**config.mk**
```make
export PLATFORM = sky130hd
export DESIGN_NAME = i2c_tx_arbiter
export DESIGN_NICKNAME = d
export VERILOG_FILES = /design/src/rtl/i2c_tx_arbiter.sv
export SDC_FILE = /design/constraint.sdc
export NUM_CORES = 1
export LEC_CHECK = 0
export BUFFER_PORTS_ARGS = -buffer_cell sky130_fd_sc_hd__buf_4
export CAP_MARGIN = 20
export CORE_UTILIZATION = 50
export DETAILED_ROUTE_END_ITERATION = 16
export GPL_TIMING_DRIVEN = 1
export PLACE_DENSITY = 0.76
export SLEW_MARGIN = 20
export SYNTH_ARGS = -nofsm -noshare
export SYNTH_HDL_FRONTEND = slang
export SYNTH_SLANG_ARGS = --single-unit
```
**constraint.sdc**
```tcl
create_clock -name clk -period 2.1 [get_ports clk]
set_clock_uncertainty 0.05 [all_clocks]
set_input_delay 0 -clock clk [delete_from_list [all_inputs] [get_ports clk]]
set_output_delay 0 -clock clk [all_outputs]
set_load 0.02 [all_outputs]
```
**src/rtl/i2c_tx_arbiter.sv**
```systemverilog
// Round-robin arbiter that lends the single I2C transmit engine to one of NREQ
// requesters, tracks acknowledged bytes and closes each transfer with a status.
module i2c_tx_arbiter #(
    parameter int NREQ    = 4,
    parameter int LEN_W   = 7,
    parameter int TIMEOUT = 1023,
    parameter int GAP_CYC = 2
) (
    input  logic                  clk,
    input  logic                  rst_n,
    input  logic [NREQ-1:0]       req,
    input  logic [NREQ*LEN_W-1:0] req_len,
    input  logic                  byte_done,
    input  logic                  byte_nack,
    output logic                  cstx,
    output logic [NREQ-1:0]       grant,
    output logic                  busy,
    output logic                  done,
    output logic [1:0]            status
);

    localparam int ID_W  = (NREQ > 1) ? $clog2(NREQ) : 1;
    localparam int TO_W  = $clog2(TIMEOUT + 1);
    localparam int GAP_W = (GAP_CYC > 1) ? $clog2(GAP_CYC + 1) : 1;

    localparam logic [1:0] STS_OK      = 2'b00;
    localparam logic [1:0] STS_NACK    = 2'b01;
    localparam logic [1:0] STS_TIMEOUT = 2'b10;
    localparam logic [1:0] STS_ABORT   = 2'b11;

    typedef enum logic [1:0] {
        ST_IDLE    = 2'd0,
        ST_XFER    = 2'd1,
        ST_RELEASE = 2'd2
    } state_t;

    state_t            state_r;
    logic [NREQ-1:0]   grant_r;
    logic [LEN_W-1:0]  byte_cnt_r;
    logic [TO_W-1:0]   to_cnt_r;
    logic [GAP_W-1:0]  gap_cnt_r;
    logic [ID_W-1:0]   last_id_r;
    logic [ID_W-1:0]   owner_r;
    logic              cstx_r;
    logic              busy_r;
    logic              done_r;
    logic [1:0]        status_r;

    logic [ID_W-1:0]   cand_s;
    logic [ID_W-1:0]   winner_id_s;
    logic              winner_vld_s;
    logic [LEN_W-1:0]  winner_len_s;
    logic              owner_req_s;
    logic [TO_W-1:0]   to_next_s;

    // Round-robin search; walking the offsets downward lets the nearest requester after last_id win.
    always_comb begin
        cand_s       = {ID_W{1'b0}};
        winner_id_s  = {ID_W{1'b0}};
        winner_vld_s = 1'b0;
        for (int i = NREQ; i >= 1; i--) begin
            cand_s       = ID_W'((int'(last_id_r) + i) % NREQ);
            winner_id_s  = req[cand_s] ? cand_s : winner_id_s;
            winner_vld_s = winner_vld_s | req[cand_s];
        end
    end

    assign winner_len_s = req_len[int'(winner_id_s) * LEN_W +: LEN_W];
    assign owner_req_s  = |(req & grant_r);
    assign to_next_s    = (to_cnt_r == TO_W'(TIMEOUT)) ? to_cnt_r : to_cnt_r + TO_W'(1);

    // Transfer FSM: grant, byte/timeout accounting, release gap and registered outputs.
    always_ff @(posedge clk or negedge rst_n) begin
        if (!rst_n) begin
            state_r    <= ST_IDLE;
            grant_r    <= {NREQ{1'b0}};
            byte_cnt_r <= {LEN_W{1'b0}};
            to_cnt_r   <= {TO_W{1'b0}};
            gap_cnt_r  <= {GAP_W{1'b0}};
            last_id_r  <= ID_W'(NREQ - 1);
            owner_r    <= {ID_W{1'b0}};
            cstx_r     <= 1'b0;
            busy_r     <= 1'b0;
            done_r     <= 1'b0;
            status_r   <= STS_OK;
        end else begin
            done_r <= 1'b0;
            case (state_r)
                ST_IDLE: begin
                    if (winner_vld_s) begin
                        grant_r    <= {{(NREQ-1){1'b0}}, 1'b1} << winner_id_s;
                        owner_r    <= winner_id_s;
                        byte_cnt_r <= winner_len_s;
                        to_cnt_r   <= {TO_W{1'b0}};
                        gap_cnt_r  <= {GAP_W{1'b0}};
                        busy_r     <= 1'b1;
                        if (winner_len_s != {LEN_W{1'b0}}) begin
                            state_r <= ST_XFER;
                            cstx_r  <= 1'b1;
                        end else begin
                            // Nothing to send: close immediately without ever enabling the engine.
                            state_r  <= ST_RELEASE;
                            done_r   <= 1'b1;
                            status_r <= STS_OK;
                        end
                    end else begin
                        busy_r <= 1'b0;
                    end
                end
                ST_XFER: begin
                    if (!owner_req_s) begin
                        state_r  <= ST_RELEASE;
                        cstx_r   <= 1'b0;
                        done_r   <= 1'b1;
                        status_r <= STS_ABORT;
                    end else if (byte_nack) begin
                        state_r  <= ST_RELEASE;
                        cstx_r   <= 1'b0;
                        done_r   <= 1'b1;
                        status_r <= STS_NACK;
                    end else if (byte_done) begin
                        byte_cnt_r <= byte_cnt_r - LEN_W'(1);
                        to_cnt_r   <= {TO_W{1'b0}};
                        if (byte_cnt_r == LEN_W'(1)) begin
                            state_r  <= ST_RELEASE;
                            cstx_r   <= 1'b0;
                            done_r   <= 1'b1;
                            status_r <= STS_OK;
                        end else begin
                            state_r <= ST_XFER;
                        end
                    end else begin
                        to_cnt_r <= to_next_s;
                        if (to_next_s == TO_W'(TIMEOUT)) begin
                            state_r  <= ST_RELEASE;
                            cstx_r   <= 1'b0;
                            done_r   <= 1'b1;
                            status_r <= STS_TIMEOUT;
                        end else begin
                            state_r <= ST_XFER;
                        end
                    end
                end
                ST_RELEASE: begin
                    last_id_r <= owner_r;
                    cstx_r    <= 1'b0;
                    if (gap_cnt_r == GAP_W'(GAP_CYC - 1)) begin
                        state_r <= ST_IDLE;
                        grant_r <= {NREQ{1'b0}};
                        busy_r  <= 1'b0;
                    end else begin
                        gap_cnt_r <= gap_cnt_r + GAP_W'(1);
                    end
                end
                default: begin
                    state_r <= ST_IDLE;
                    grant_r <= {NREQ{1'b0}};
                    cstx_r  <= 1'b0;
                    busy_r  <= 1'b0;
                end
            endcase
        end
    end

    assign cstx   = cstx_r;
    assign grant  = grant_r;
    assign busy   = busy_r;
    assign done   = done_r;
    assign status = status_r;

endmodule

```
# After elaboration in Yosys (flattened, before gate mapping)
# Cells that the tools add are included.
# totals
output_inout_bits	9
register_bits	34
elab_cells	125
# op_classes
reduce_logical	14
addsub	7
n_bitwise	5
eq_ne	16
n_mul	1
n_shift	2
order_cmp	4
mux	65
# op_table
operator	count
$mux W10	5
$mux W2	21
$mux W7	4
$shiftx A28 B6 Y7	1
$eq A10 B10 Y1 const B	2
$mux W1	20
$pmux W10 S2	1
$ne A2 B2 Y1 const B	8
$pmux W7 S2	1
$lt A2 B3 Y1 const B	4
$pmux W4 S3	1
$add A10 B1 Y10 const B	1
$ne A5 B5 Y1 const B	2
$reduce_and A5 Y1	2
$bmux W1 S2	4
$mux W4	2
$pmux W2 S2	2
$reduce_and A4 Y1	2
$eq A7 B1 Y1 const B	1
$reduce_bool A7 Y1	1
$sub A7 B1 Y7 const B	1
$add A2 B1 Y2 const B	3
$pmux W2 S3	1
$reduce_and A2 Y1	3
other kinds (14)	21

# Depth between registers and ports, before layout
# logic_depth
word_depth	13
mapped_depth	9
depth_no_buf	8

# Worst setup path after synthesis
# OpenSTA, ideal clock, no wires.
# synth_timing
kind	register -> register
start	register to_cnt_r[0]
end	register cstx_r (netlist: cstx)
slack_ns	-0.224
n_path_buf	1
arrival_time_ns	2.152
path_stages_with_launch	10
period_less_slack_ns	2.324
path_cell_list	dfrtp_1 ha_1 nand2_1 or4_1 buf_2 mux2i_1 nor4_1 a21oi_1 nand2b_1 a32o_1
# synth_between
elab_chain_len	5
elab_cells_between_ends	6
cone_classes	add/sub (1); eq/ne (3); mux (1); reduce/logical (1)
# synth_lines
element	line	source
from (decl)	40	logic [TO_W-1:0] to_cnt_r;
from (signal assigned)	78	to_cnt_r <= {TO_W{1'b0}};
from (signal assigned)	94	to_cnt_r <= {TO_W{1'b0}};
from (signal assigned)	123	to_cnt_r <= {TO_W{1'b0}};
$add A10 B1 Y10 / $eq A10 B10 Y1 (equally long branches)	70	assign to_next_s = (to_cnt_r == TO_W'(TIMEOUT)) ? to_cnt_r : to_cnt_r + TO_W'(1);
$mux W10 *	70	
$eq A10 B10 Y1 *	134	if (to_next_s == TO_W'(TIMEOUT)) begin
$ne A5 B5 Y1 (no source line) *	n/a	
$reduce_and A4 Y1 (no source line) *	n/a	
to (signal assigned)	82	cstx_r <= 1'b0;
to (signal assigned)	136	cstx_r <= 1'b0;
to (signal assigned)	146	cstx_r <= 1'b0;
to (decl)	44	logic cstx_r;
# Every way passes the cells marked *; elsewhere a longest branch is shown, timed or not.
# A chain may end at the register's enable or synchronous reset.

# Worst setup path in the final report
# layout_timing
start	register last_id_r[0]
end	register state_r[0]
# layout_between
elab_chain_len	13
elab_cells_between_ends	27
cone_classes	add/sub (4); mul (1); eq/ne (1); shift (1); mux (15); bitwise (3); reduce/logical (2)
# layout_lines
element	line	source
from (decl)	42	logic [ID_W-1:0] last_id_r;
from (signal assigned)	80	last_id_r <= ID_W'(NREQ - 1);
from (signal assigned)	145	last_id_r <= owner_r;
$add A2 B1 Y2	62	cand_s = ID_W'((int'(last_id_r) + i) % NREQ);
$bmux W1 S2	63, 64	
$mux W1 (implied by the code)	63, 64	
$mux W2 (4 in series)	63	winner_id_s = req[cand_s] ? cand_s : winner_id_s;
$mul A2 B3 Y5	68	assign winner_len_s = req_len[int'(winner_id_s) * LEN_W +: LEN_W];
$shiftx A28 B6 Y7	68	
$reduce_bool A7 Y1	97	if (winner_len_s != {LEN_W{1'b0}}) begin
$mux W2	97	
$mux W2	90	if (winner_vld_s) begin
$pmux W2 S3	88	case (state_r)
to (signal assigned)	98	state_r <= ST_XFER;
to (signal assigned)	102	state_r <= ST_RELEASE;
to (signal assigned)	112	state_r <= ST_RELEASE;
to (decl)	37	state_t state_r;
# Several ways; a longest one is shown, not always the timed one. The select of a mux whose other input is x is not followed.

==> flow_metrics.py <==
metrics = {
    "run_status": {
        "status": "finished, violations left",
        "violations": "negative setup slack",
    },
    "detailed_routing": {
        "vias": 2514,
        "viasPerCell": 5.943,
        "drt_iter0_drc": 203,
        "wl_per_cell_um": 16.00,
        "postRouteAntennaNets": 0,
        "drc": 0,
        "wl_um": 6767,
        "first_pass_iters": 6,
    },
    "clock_network": {
        "cts_root_buf": "clkbuf_8",
        "insertion_delay_ps": 300,
        "clk_pin_slew_ps": 70,
        "cts_buffers": 5,
        "cts.sinks": 34,
        "tritoncts": "built",
        "cts_buffer_depth": 2,
        "cts_max_level": 2,
    },
    "synth": {
        "syn_nets": 321,
        "synth_flop_cell": "dfrtp_1",
        "yosysUniqueCellTypes": 55,
        "synth_area_leaders": "dfrtp_1 34%, mux2i_1 9.3%, o21ai_0 4.6%, a21oi_1 4.4%, nor2_1 4.4%",
        "avgSynthCellArea_um2": 8.451,
        "seq_area_frac_synth": 0.3593,
        "async_flop_share": 1.000,
        "synth_top_area_share": 0.3372,
        "synth_top_cell_by_area": "dfrtp_1",
        "post-synth-top-count-cell": "dfrtp_1",
        "syn_inst": 281,
        "synth_edf_count": 0,
        "ys_seq_elements": 34,
        "yosys_warnings": 0,
        "syn_area_um2": 2375,
        "yosys-top-cells-count": "32 x dfrtp_1, 28 x nor2_1, 27 x nand2_1",
    },
    "sta": {
        "worst_pin_slew_ps": 542.9,
        "slew_headroom": 0.6343,
        "max_freq_mhz": 433.8,
        "min_period_ps": 2305,
        "hold_violations": 0,
        "tns_ps": -1001,
        "rsz0062_at_grt": "yes",
        "period_share": 1.098,
        "finalSetupViolCount": 7,
        "maxSlewViolCount": 0,
        "fin_ws_ps": -205.2,
    },
    "floorplanning": {
        "core_area_um2": 4444,
        "rows": 24,
        "dieArea_um2": 5029,
        "die_x_um": 70.92,
        "die_y_um": 70.92,
        "ios": 45,
        "start_util": 0.5343,
    },
    "global_route": {
        "grt_overflow": 0,
        "grt_pass1_wl_um": 10950,
        "antenna_found_initial": 0,
        "grtUsageTotal": 0.2752,
        "grt_max_degree": 35,
        "grt_pass1_vias": 2398,
    },
    "power_and_ir_drop": {
        "p_total_mw": 4.030,
        "p_leak_nw": 1.547,
        "vdd_drop_max_uv": 732.4,
        "power_density_nw_per_um2": 1184,
    },
    "setup_path": {
        "arrival_ps": 2430,
        "cp-end-kind": "flop",
        "crit_type": "reg2reg",
        "cp-start-kind": "flop",
        "worst_ep_required_time_ps": 2230,
        "cp_max_fo": 9,
    },
    "place": {
        "io_buffer_count": 44,
        "post-dp-hpwl_um": 4736,
        "gp_congestion": 0.8652,
    },
    "finish": {
        "area_delta_synth_final_pct": 43.31,
        "final_nets": 410,
        "final_util": 0.7658,
        "num_antenna_cells": 0,
        "drive_above_1_share": 0.3854,
    },
    "min_path": {
        "min_path_type": "in2reg",
    },
    "flow_run": {
        "drv_cap": 0,
    },
}
==> metal layers <==
metal  global-route usage  share of wire  vias to the layer above
met4              0.08667          0.017                        0
met1               0.3552           0.44                     1197
li1                     -              -                     1207
met3              0.04558          0.049                       13
met2               0.4733           0.49                       97
met5                    0              0                        -
==> report_power, final <==
part / leakage, nW / total [mW] / internal [mW] / switching, mW
clock: 0.0575 / 0.592 / 0.332 / 0.260
sequential: 0.430 / 1.07 / 0.897 / 0.177
combinational: 1.06 / 2.37 / 1.16 / 1.20
==> timing repair <==
| item | 4_1_cts | 5_1_grt |
|---|---|---|
| hold buffers | 2 | 0 |
| setup buffers | 1 | 4 |
| endpoints found under the hold margin | 35 | 0 |
| pin swaps | 6 | 3 |
| resized for setup | 12 | 25 |
| setup endpoints to repair | 10 | 10 |
==> critical path: stages, from the launching register on <==
cell	delay, ps
dfstp_2	560
nor3b_2	60
a311oi_4	270
buf_12	190
buf_12	130
mux2i_2	230
mux2i_2	120
nor2_2	200
nand3_2	140
o211a_1	240
==> area by class of cell <==
type                            instances  area (µm²)
Timing Repair Buffer                   99       784.5
Fill cell                             312        1041
Clock buffer                            8       110.1
Sequential cell                        34       853.3
Tap cell                               52       65.06
Multi-Input combinational cell        218        1545
Inverter                               12       45.04
==> registers in the layout, indices dropped and copies added (netlist names) <==
signal / count
owner_r: 2
cstx: 1
done: 1
busy: 1
byte_cnt_r: 7
gap_cnt_r: 2
to_cnt_r: 10
grant: 4
last_id_r: 2
status: 2
state_r: 2
==> layout by cell type (no fill, tap or decap), types with 2 or more instances in the layout <==
cell	count
or3_1	2
nand3_1	5
a21o_1	3
o31ai_1	5
a21oi_1	20
a41oi_1	4
clkbuf_8	8
mux2_4	2
o22ai_1	2
nand2_1	26
dlygate4sd3_1	2
buf_4	92
mux2i_1	14
inv_1	12
and3_4	2
and2_1	2
nor3_1	10
dfstp_2	2
mux2_2	4
nand2b_4	2
nand3_2	2
nor2b_1	2
a22oi_1	3
nand4_1	3
o21ai_0	17
a32o_1	3
o21ai_1	4
mux2i_2	8
nand2b_1	3
a31oi_1	5
ha_1	3
o211ai_1	2
nor2_1	26
buf_6	3
dfrtp_1	32
buf_12	2
==> worst paths after layout <==
path	slack, ps	start	endpoint	cells past startpoint
min	20	byte_done	to_cnt_r[8]	4
max reg2reg	-210	last_id_r[0]	state_r[0]	9
min reg2reg	470	owner_r[0]	owner_r[0]	1
max in group asynchronous	1510	rst_n	last_id_r[1]	2
max	-210	last_id_r[0]	state_r[0]	9
min in group asynchronous	140	rst_n	byte_cnt_r[1]	2
==> cells by family after synthesis <==
kind of cell | after synthesis | share of synthesized area
mux | 28 | 0.1212
fa+ha+maj | 4 | 0.02108
compound gates | 83 | 0.2281
buf+inv | 29 | 0.05480
simple gates | 103 | 0.2155
flops | 34 | 0.3593
==> through the flow <==
stage	instances	hold slack (ps)	area [µm²]	worst slack (ps)
2_1_floorplan	281	-345.6	2384	-218.9
3_3_place_gp	408	-69.24	3093	-200.5
3_5_place_dp	408	-63.05	3093	-255.0
4_1_cts	419	17.77	3287	-156.3
5_1_grt	423	38.28	3403	-322.6
6_report	423	22.47	3403	-205.2
No activity file was read; power rests on OpenSTA's default activity.
